===== config.mk =====
export PLATFORM = sky130hd
export DESIGN_NAME = mux4_rr_arbiter_flat
export DESIGN_NICKNAME = d
export VERILOG_FILES = /design/src/rtl/mux4_rr_arbiter_if.sv /design/src/rtl/mux4_rr_arbiter.sv /design/src/flat_wrapper.sv
export SDC_FILE = /design/constraint.sdc
export NUM_CORES = 1
export LEC_CHECK = 0
export BUFFER_PORTS_ARGS = -buffer_cell sky130_fd_sc_hd__buf_2
export CORE_UTILIZATION = 28
export DETAILED_ROUTE_END_ITERATION = 16
export GPL_TIMING_DRIVEN = 0
export SLEW_MARGIN = 10
export SYNTH_ARGS = -nofsm -noshare
export SYNTH_HDL_FRONTEND = slang
export SYNTH_SLANG_ARGS = --single-unit

===== constraint.sdc =====
create_clock -name CLK -period 2.35 [get_ports CLK]
set_clock_uncertainty 0.1 [all_clocks]
set_input_delay 0.47 -clock CLK [delete_from_list [all_inputs] [get_ports CLK]]
set_output_delay 0.47 -clock CLK [all_outputs]
set_load 0.005 [all_outputs]

===== src/rtl/mux4_rr_arbiter_if.sv =====
// Request/grant bundle between bus masters and the 4:1 selector arbiter.
interface mux4_rr_arbiter_if #(
    parameter int unsigned CW = 8
);
    logic [3:0]    REQ;
    logic [3:0]    DONE;
    logic [3:0]    GNT;
    logic          S0;
    logic          S1;
    logic          BUSY;
    logic [CW-1:0] HOLDCNT;

    // Requester side drives requests and burst ends, observes the grant.
    modport master (
        output REQ,
        output DONE,
        input  GNT,
        input  S0,
        input  S1,
        input  BUSY,
        input  HOLDCNT
    );

    // Arbiter side.
    modport slave (
        input  REQ,
        input  DONE,
        output GNT,
        output S0,
        output S1,
        output BUSY,
        output HOLDCNT
    );
endinterface


===== src/rtl/mux4_rr_arbiter.sv =====
// Round-robin arbiter steering one of four requesters onto a shared 4:1 selector.
// Grants last until DONE, REQ drop, or the MAXHOLD timeout; handover has no idle bubble.
module mux4_rr_arbiter #(
    parameter int unsigned MAXHOLD = 8,
    parameter int unsigned CW      = 8
) (
    input  logic               CLK,
    input  logic               RESET_N,
    mux4_rr_arbiter_if.slave   bus
);

    typedef enum logic {
        IDLE = 1'b0,
        OWN  = 1'b1
    } state_t;

    localparam logic [CW-1:0] HOLD_MAX = CW'(MAXHOLD);
    localparam logic [CW-1:0] HOLD_ONE = CW'(1);

    state_t        state_q, state_d;
    logic [1:0]    ptr_q, ptr_d;
    logic [1:0]    sel_q, sel_d;
    logic [3:0]    gnt_q, gnt_d;
    logic          busy_q, busy_d;
    logic [CW-1:0] hold_q, hold_d;

    logic [3:0]    pend_other;
    logic          release_c;

    // First set bit of r searching p+1, p+2, p+3, p (mod 4).
    function automatic logic [1:0] rr_pick(input logic [3:0] r, input logic [1:0] p);
        logic [1:0] pick;
        logic [1:0] idx;
        logic       found;
        pick  = p;
        found = 1'b0;
        for (int k = 1; k <= 4; k++) begin
            idx = p + 2'(k);
            if (!found && r[idx]) begin
                pick  = idx;
                found = 1'b1;
            end
        end
        return pick;
    endfunction

    // Release decision for the current owner; non-owner DONE/REQ bits are ignored.
    assign pend_other = bus.REQ & ~(4'b0001 << sel_q);
    assign release_c  = bus.DONE[sel_q] | ~bus.REQ[sel_q] | (hold_q == HOLD_MAX);

    // State register and registered outputs.
    always_ff @(posedge CLK or negedge RESET_N) begin
        if (!RESET_N) begin
            state_q <= IDLE;
            ptr_q   <= 2'd3;
            sel_q   <= 2'd0;
            gnt_q   <= 4'b0000;
            busy_q  <= 1'b0;
            hold_q  <= '0;
        end else begin
            state_q <= state_d;
            ptr_q   <= ptr_d;
            sel_q   <= sel_d;
            gnt_q   <= gnt_d;
            busy_q  <= busy_d;
            hold_q  <= hold_d;
        end
    end

    // Next-state and next-output logic; sel holds on release so the selector stays put.
    always_comb begin
        state_d = state_q;
        ptr_d   = ptr_q;
        sel_d   = sel_q;
        gnt_d   = gnt_q;
        busy_d  = busy_q;
        hold_d  = hold_q;
        case (state_q)
            IDLE: begin
                if (|bus.REQ) begin
                    sel_d   = rr_pick(bus.REQ, ptr_q);
                    gnt_d   = 4'b0001 << sel_d;
                    busy_d  = 1'b1;
                    hold_d  = HOLD_ONE;
                    state_d = OWN;
                end
            end
            OWN: begin
                if (!release_c) begin
                    hold_d = hold_q + HOLD_ONE;
                end else begin
                    ptr_d = sel_q;
                    if (|pend_other) begin
                        sel_d  = rr_pick(pend_other, sel_q);
                        gnt_d  = 4'b0001 << sel_d;
                        hold_d = HOLD_ONE;
                    end else begin
                        state_d = IDLE;
                        gnt_d   = 4'b0000;
                        busy_d  = 1'b0;
                        hold_d  = '0;
                    end
                end
            end
            default: begin
                state_d = IDLE;
            end
        endcase
    end

    assign bus.GNT     = gnt_q;
    assign bus.S0      = sel_q[0];
    assign bus.S1      = sel_q[1];
    assign bus.BUSY    = busy_q;
    assign bus.HOLDCNT = hold_q;

endmodule


===== src/flat_wrapper.sv =====
// flat-port wrapper written by rule: the top's interface ports become plain ports
module mux4_rr_arbiter_flat 
#(
    parameter int unsigned MAXHOLD = 8,
    parameter int unsigned CW      = 8
)
  (CLK, RESET_N, bus_REQ, bus_DONE, bus_GNT, bus_S0, bus_S1, bus_BUSY, bus_HOLDCNT);
  mux4_rr_arbiter_if #(.CW(CW)) bus_i ();
  input  logic CLK;
  input  logic RESET_N;
  input wire logic [$bits(bus_i.REQ)-1:0] bus_REQ;
  input wire logic [$bits(bus_i.DONE)-1:0] bus_DONE;
  output wire logic [$bits(bus_i.GNT)-1:0] bus_GNT;
  output wire logic [$bits(bus_i.S0)-1:0] bus_S0;
  output wire logic [$bits(bus_i.S1)-1:0] bus_S1;
  output wire logic [$bits(bus_i.BUSY)-1:0] bus_BUSY;
  output wire logic [$bits(bus_i.HOLDCNT)-1:0] bus_HOLDCNT;
  assign bus_i.REQ = bus_REQ;
  assign bus_i.DONE = bus_DONE;
  assign bus_GNT = bus_i.GNT;
  assign bus_S0 = bus_i.S0;
  assign bus_S1 = bus_i.S1;
  assign bus_BUSY = bus_i.BUSY;
  assign bus_HOLDCNT = bus_i.HOLDCNT;
  mux4_rr_arbiter #(.MAXHOLD(MAXHOLD), .CW(CW)) u_core (.CLK(CLK), .RESET_N(RESET_N), .bus(bus_i));
endmodule

# Word-level counts from Yosys, hierarchy flattened
# Index checks and enable logic that the tools add are counted.
# W data, S select, Z words.
# totals
ff_bits	18
inputBits	10
out_inout_bits	15
word_cells	127
# classes
n_addsub	7
n_lt_le_gt_ge	8
n_eq_ne	5
n_shift	3
muxes	74
bitwise	6
n_reduce_logical	18
# op_table
cell	count
$mux W1	38
$mux W2	16
$lt A2 B3 Y1 const B	8
$bmux W1 S2	10
$mux W8	2
$pmux W8 S2	1
$mux W4	3
$shl A1 B2 Y4 const A	3
$add A2 B2 Y2 const B	4
$add A8 B1 Y8 const B	1
$eq A8 B4 Y1 const B	1
$pmux W4 S2	1
$reduce_or A4 Y1	2
$logic_and A1 B1 Y1	6
$logic_not A1 Y1	6
$ne A2 B2 Y1 const B	3
$reduce_and A3 Y1	2
$add A2 B1 Y2 const B	2
$and A4 B4 Y4	1
$not A4 Y4	1
$pmux W1 S2	2
$pmux W2 S2	1
$reduce_and A2 Y1	2
$ne A2 B1 Y1 const B	1
2 further kinds	4

# Depth between registers and ports, before layout
# Gate-level depths: netlist of the first run.
# depth
word_depth	31
ltp_mapped	7

# Worst setup path after synthesis of the first run
# No wires, ideal clock.
# synth_path
path_type	reg-to-reg
from	reg u_core.sel_q[1]
to	reg u_core.gnt_q[2] (netlist: u_core.bus.GNT[2])
setup_time_ns	0.090
arrival_ns	1.987
path_slack_ns	0.173
stages_incl_launch_ff	8
n_path_buf	0
path_cell_list	dfrtp_1 > inv_1 > ha_1 > and2b_1 > o21a_1 > a211o_1 > or3_1 > o221ai_1
# synth_via
elab_chain_len	31
# synth_rtl
item	line_no	text
start, declared	mux4_rr_arbiter.sv:22	logic [1:0] sel_q, sel_d;
start signal, assigned	mux4_rr_arbiter.sv:63	sel_q <= sel_d;
parallel branches: the longest is 31 deep, another holds $add A2 B1 Y2	--	
end signal, assigned	mux4_rr_arbiter.sv:64	gnt_q <= gnt_d;
end, declared	mux4_rr_arbiter.sv:23	logic [3:0] gnt_q, gnt_d;
# Parallel ways; which one is timed is not known. The select of a mux whose other input is x is not followed.
# A chain may end at the register's enable or synchronous reset.

# Worst setup path after layout of the first run
# layout_path
from	reg u_core.sel_q[1]
to	reg u_core.sel_q[0]
# layout_via
elab_chain_len	30
# layout_rtl
item
parallel branches: the longest is 30 deep, another holds $add A2 B1 Y2
# Parallel ways; which one is timed is not known. The select of a mux whose other input is x is not followed.

==> metrics.txt, run 1 <==
status=finished clean; met2 Usage GRT=0.1817; Die Ht=72.65 microns; crit path kind=register to register; GR peak layer=met1; die width=72.65 microns; period utilization=0.9621; CP required=2.41 ns; crit path time final=~2.3 ns; CTS tree=done; CP max FO=7; Port Buffers=23; Rows=25; DR vias/cell=roughly 5; H-tree levels=1; syn_nets=between 150 and 200; IR drop worst, VDD=0.2863 mV; Total Power=about 0.0021 W; count of pins over their slew limit=0; total die area=5278 sq um; DR iter-0 viols=53; met3 Usage GRT=0.01105; pre-CTS WS=-0.07986 ns; Worst Setup SP=u_core.sel_q[1]; antenna violations before repair=0; CP endpoint kind=register; top cells by area, synth=dfrtp_1, ha_1, dfstp_2, nand2_1, nor2b_1; pin count of the biggest net entering global routing=19; Placeable Area=4755 sq um; CP Data Arrival Time=~2.3 ns; Final WS setup=between 0.08 and 0.09 ns; clock sink count=18; slew of the pin with the lowest slew margin=0.8602 ns; Slew headroom=0.4117; # Max-Cap Violations=0; Fmax=442.3 MHz; Finished Layout Cells=roughly 250; dominant cell type by area after synthesis=dfrtp_1; clk buf depth=2; Placer Congestion=0.8241; cts bufs inserted=3; final setup violation count=0; diode count=0; met1 Use GR=0.2002; worst reg2reg path startpoint=u_core.sel_q[1]; yosys warns=0; gr usage total=0.1264; Seq/Total Area, Yosys=0.3241; drt first pass iters=4; Pwr per Cell Area=~1200 nW/um^2; Leakage=~0.8 nW; layout cell share with drive strength beyond 1=0.3656; post-route antenna net violation count=0; drt total wl=between 3000 and 4000 microns; placed cells=between 200 and 250; Clock Latency Late Sink=approximately 0.25 ns; Top Ports=25; Gate Count Post-Synth=approximately 150; Syn Area/Cell=9.443 sq um; wire per inst=roughly 13 microns; routed via count=around 1,300; # DRC=0; Reg clk slew, reported paths=~0.07 ns; area share of the largest cell type after synthesis=0.2865; startpoint types=register; layout net count=a little over 200; synth-to-layout area growth=26.50%; min-delay worst type=input pin to asynchronous set/reset pin; number of synthesized register bits=18; count of cell types in the netlist=51; Final Hold Violating Endpoints=0; Post-CTS Hold Fix Bufs=0; Initial Util=0.2939; vias in the first global route=between 1,000 and 1,500; cell area after synthesis=1398 sq um; Root Buffer=clkbuf_8; GR Overflow Total=0; dpl hpwl=about 2400 microns; first-pass GRT wire length=about 5300 microns
## metrics by stage
stage          TNS [ns]  area (sq um)  utilization  hold slack, ns
4_1_cts               0          1657       0.3484         0.05243
3_3_place_gp    -0.1687          1597       0.3358          0.3248
5_1_grt        -0.01171          1768       0.3718         0.06494
6_report              0          1768       0.3718         0.03307
2_1_floorplan         0          1398            -         0.07441
3_5_place_dp    -0.1932          1597       0.3358          0.3323
## synth_stat cells (all sizes together)
cell type	instances
buf	2
nand2b	6
and2b	2
dfstp	2
and3b	1
a21oi	8
nor4b	1
nand3	3
a2111oi	1
o32a	1
o21ai	15
ha	6
a21o	2
a22oi	1
or4	1
xnor2	1
o22a	1
mux2	3
or3	2
nor3	3
mux4	2
inv	7
and3	5
dfrtp	16
o22ai	1
o41ai	1
o221ai	4
nand2	15
a31o	2
nand3b	1
nor3b	3
a211o	2
or3b	1
a22o	3
nor2b	9
mux2i	3
o21a	1
o32ai	1
nor2	7
a31oi	2
## worst paths after layout
path	endpoint	slack (ns)	cells after the start
max	u_core.sel_q[0]	0.09	7
min	u_core.bus.HOLDCNT[5]	0.03	1
max reg2reg	u_core.sel_q[0]	0.09	7
min reg2reg	u_core.bus.GNT[0]	0.40	2
max in group asynchronous	u_core.sel_q[0]	1.80	1
min in group CLK	u_core.bus.GNT[0]	0.40	2
## state kept, by name, indices dropped and copies added, names as in the netlist
register	flops
u_core.sel_q	2
u_core.ptr_q	2
u_core.bus.HOLDCNT	8
u_core.bus.GNT	4
u_core.state_q	1
u_core.bus.BUSY	1
## cell families after synthesis
group | after synthesis | synth area share
simple gates | 60 | 0.2543
compound gates | 46 | 0.2579
flops | 18 | 0.3241
buf+inv | 9 | 0.02597
mux | 8 | 0.07788
fa+ha+maj | 6 | 0.05371
xor+xnor | 1 | 0.006268
## critical path, stage by stage, from the launching register on
cell	delay (ns)
dfrtp_2	0.47
inv_4	0.10
ha_1	0.15
and2b_2	0.26
o41ai_4	0.50
a22oi_4	0.11
mux2_1	0.33
a31oi_1	0.15
## repair_timing
| item | in CTS | in global routing |
|---|---|---|
| gates resized for setup | 4 | 6 |
| buffers inserted | 0 | 11 |
| pin swaps | 0 | 2 |
| endpoints found under the setup margin | 3 | 3 |
## metal layers
layer  wire (microns)  part of all wire
met3              166             0.051
met4               24            0.0073
met2             1391              0.42
met5                0                 0
met1             1691              0.52
## power breakdown
part | switching (W) | internal (W) | leakage [nW]
logic | 0.000684 | 0.000660 | 0.567
clock network | 0.000105 | 0.000149 | 0.0288
registers | 0.000113 | 0.000427 | 0.224
## layout by cell type, fill, tap and decap left out, types with 4 or more instances in the layout
| cell type | synthesis | routed |
|---|---|---|
| o21ai_1 | 6 | 6 |
| nor2_1 | 6 | 6 |
| nor2b_1 | 8 | 8 |
| o221ai_2 | 2 | 4 |
| ha_1 | 6 | 6 |
| o21ai_0 | 8 | 8 |
| and3_1 | 5 | 5 |
| buf_4 | 0 | 10 |
| dfrtp_1 | 16 | 14 |
| nand2b_1 | 6 | 6 |
| inv_1 | 5 | 4 |
| a21oi_1 | 8 | 8 |
| nand2_1 | 14 | 14 |
| buf_2 | 2 | 25 |
| clkbuf_8 | 0 | 4 |
## area by class of cell
| type | instances | area (sq um) |
|---|---|---|
| flip-flops and latches | 18 | 455.4 |
| inverters | 7 | 33.78 |
| multi-input cells | 121 | 927.1 |
| plain buffers | 2 | 10.01 |
| clock buffers | 4 | 55.05 |
| fillers | 510 | 2987 |
| repair buffers | 34 | 202.7 |
| well taps | 67 | 83.83 |
(Power assumes the default switching activity.)
==> run 2, diff against run 1 <==
Settings changed: RECOVER_POWER set to 25.
==> run 2 against run 1 <==
  * First-iteration DRC count did not move
  * Largest power group unchanged
  * Design area barely moved
  * Global-route usage did not move
  * Core utilization barely moved
  * Combinational power barely moved
  * Setup slack barely moved
==> metrics.txt, run 2 (synthesized netlist as in run 1, its figures left out) <==
drt first pass iters=4; CP endpoint kind=register; DR iter-0 viols=between 50 and 60; Placeable Area=~4800 sq um; crit path time final=2.261 ns; CP required=roughly 2.4 ns; total die area=5278 sq um; Initial Util=0.2939; min-delay worst type=input pin to asynchronous set/reset pin; Top Ports=25; startpoint types=register; worst reg2reg path startpoint=u_core.sel_q[1]; # DRC=0; Pwr per Cell Area=about 1200 nW/um^2; first-pass GRT wire length=roughly 5300 microns; cts bufs inserted=3; Root Buffer=clkbuf_8; Setup TNS=0 ns; Total Power=roughly 0.0021 W; pin count of the biggest net entering global routing=19; count of pins over their slew limit=0; # Max-Cap Violations=0; H-tree levels=1; synth-to-layout area growth=26.41%; Reg clk slew, reported paths=0.07 ns; wire per inst=13.03 microns; die width=72.65 microns; vias in the first global route=between 1,000 and 1,500; status=finished clean; diode count=0; clk buf depth=2; CP Data Arrival Time=2.33 ns; final setup violation count=0; Final Hold Violating Endpoints=0; dpl hpwl=between 2000 and 2500 microns; Post-CTS Hold Fix Bufs=0; Leakage=around 0.8 nW; # fillers=510; Largest register FFs=8; Clock Latency Late Sink=between 0.2 and 0.3 ns; IR drop worst, VDD=0.2872 mV; antenna violations before repair=0; DR vias/cell=about 5.0; post-route antenna net violation count=0; period utilization=0.9622; Port Buffers=23; Fmax=roughly 440 MHz; Slew headroom=0.3554; CTS tree=done; most frequent cells in the layout=buf_2, nand2_1, dfrtp_1; clock sink count=18; slew of the pin with the lowest slew margin=slightly below 1 ns; drt total wl=3296 microns; Final WS setup=0.08884 ns; layout cell share with drive strength beyond 1=0.3602; routed via count=~1,300; area taken by multi-input logic gates=927.1 sq um; storage element area=455.4 sq um; CP max FO=7; Placer Congestion=between 0.8 and 0.9; crit path kind=register to register; Worst Setup SP=u_core.sel_q[1]; GR Overflow Total=0; gr usage total=0.1264; Finished Core Util=0.3716; commonest non-fill, non-tap cell in the layout=buf_2; Die Ht=between 70 and 80 microns; pre-CTS WS=-0.07986 ns; Rows=25; reg2reg path depth=7; layout net count=slightly above 200
[run 2: cell count changes in the layout (fill, tap and decap cells not counted), sizes merged]
cell / before / now
buf: 35 / 34
clkbuf: 4 / 5
[run 2: report_power, final]
| part | internal (W) | total [W] | switching (W) |
|---|---|---|---|
| clock | 0.000149 | 0.000254 | 0.000105 |
| combinational | 0.000660 | 0.00135 | 0.000687 |
| sequential | 0.000427 | 0.000540 | 0.000113 |
[run 2: layout make-up]
cell class | count | area share
plain buffers | 2 | 0.005666
clock buffers | 4 | 0.03116
inverters | 7 | 0.01912
multi-input cells | 121 | 0.5248
flip-flops and latches | 18 | 0.2578
well taps | 67 | 0.04745
repair buffers | 34 | 0.1140
[run 2: what timing repair did]
action                     in CTS  in global routing
pin swaps                       0                  2
setup endpoints to repair       3                  3
resized for setup               4                  6
buffers inserted                0                 11
[run 2: per-layer routing]
layer  global-route usage  share of wire  up-vias
met2               0.1817           0.42       40
met1               0.2002           0.52      591
li1                     -              -      632
met3              0.01105          0.054        2
met5                    0              0        -
met4              0.03268         0.0073        0
[run 2: final timing paths]
kind,end,slack (ns)
worst min register to register,u_core.bus.GNT[0],0.40
max in group asynchronous,u_core.sel_q[0],1.25
min in group CLK,u_core.bus.GNT[0],0.40
worst max register to register,u_core.sel_q[0],0.09
worst min-delay path,u_core.bus.HOLDCNT[5],0.24
worst max-delay path,u_core.sel_q[0],0.09
[run 2: critical path, stage by stage (launching register included)]
cell     delay [ns]
dfrtp_2        0.47
inv_4          0.10
ha_1           0.15
and2b_2        0.26
o41ai_4        0.50
a22oi_4        0.11
mux2_1         0.33
a31oi_1        0.15
[run 2: metrics by stage]
step | hold WS, ns | area (sq um) | instances
floorplan | 0.07441 | 1398 | 148
global placement | 0.3248 | 1597 | 238
detailed placement | 0.3323 | 1597 | 238
CTS | 0.05243 | 1657 | 242
global route | 0.3377 | 1767 | 253
finish | 0.2418 | 1767 | 253
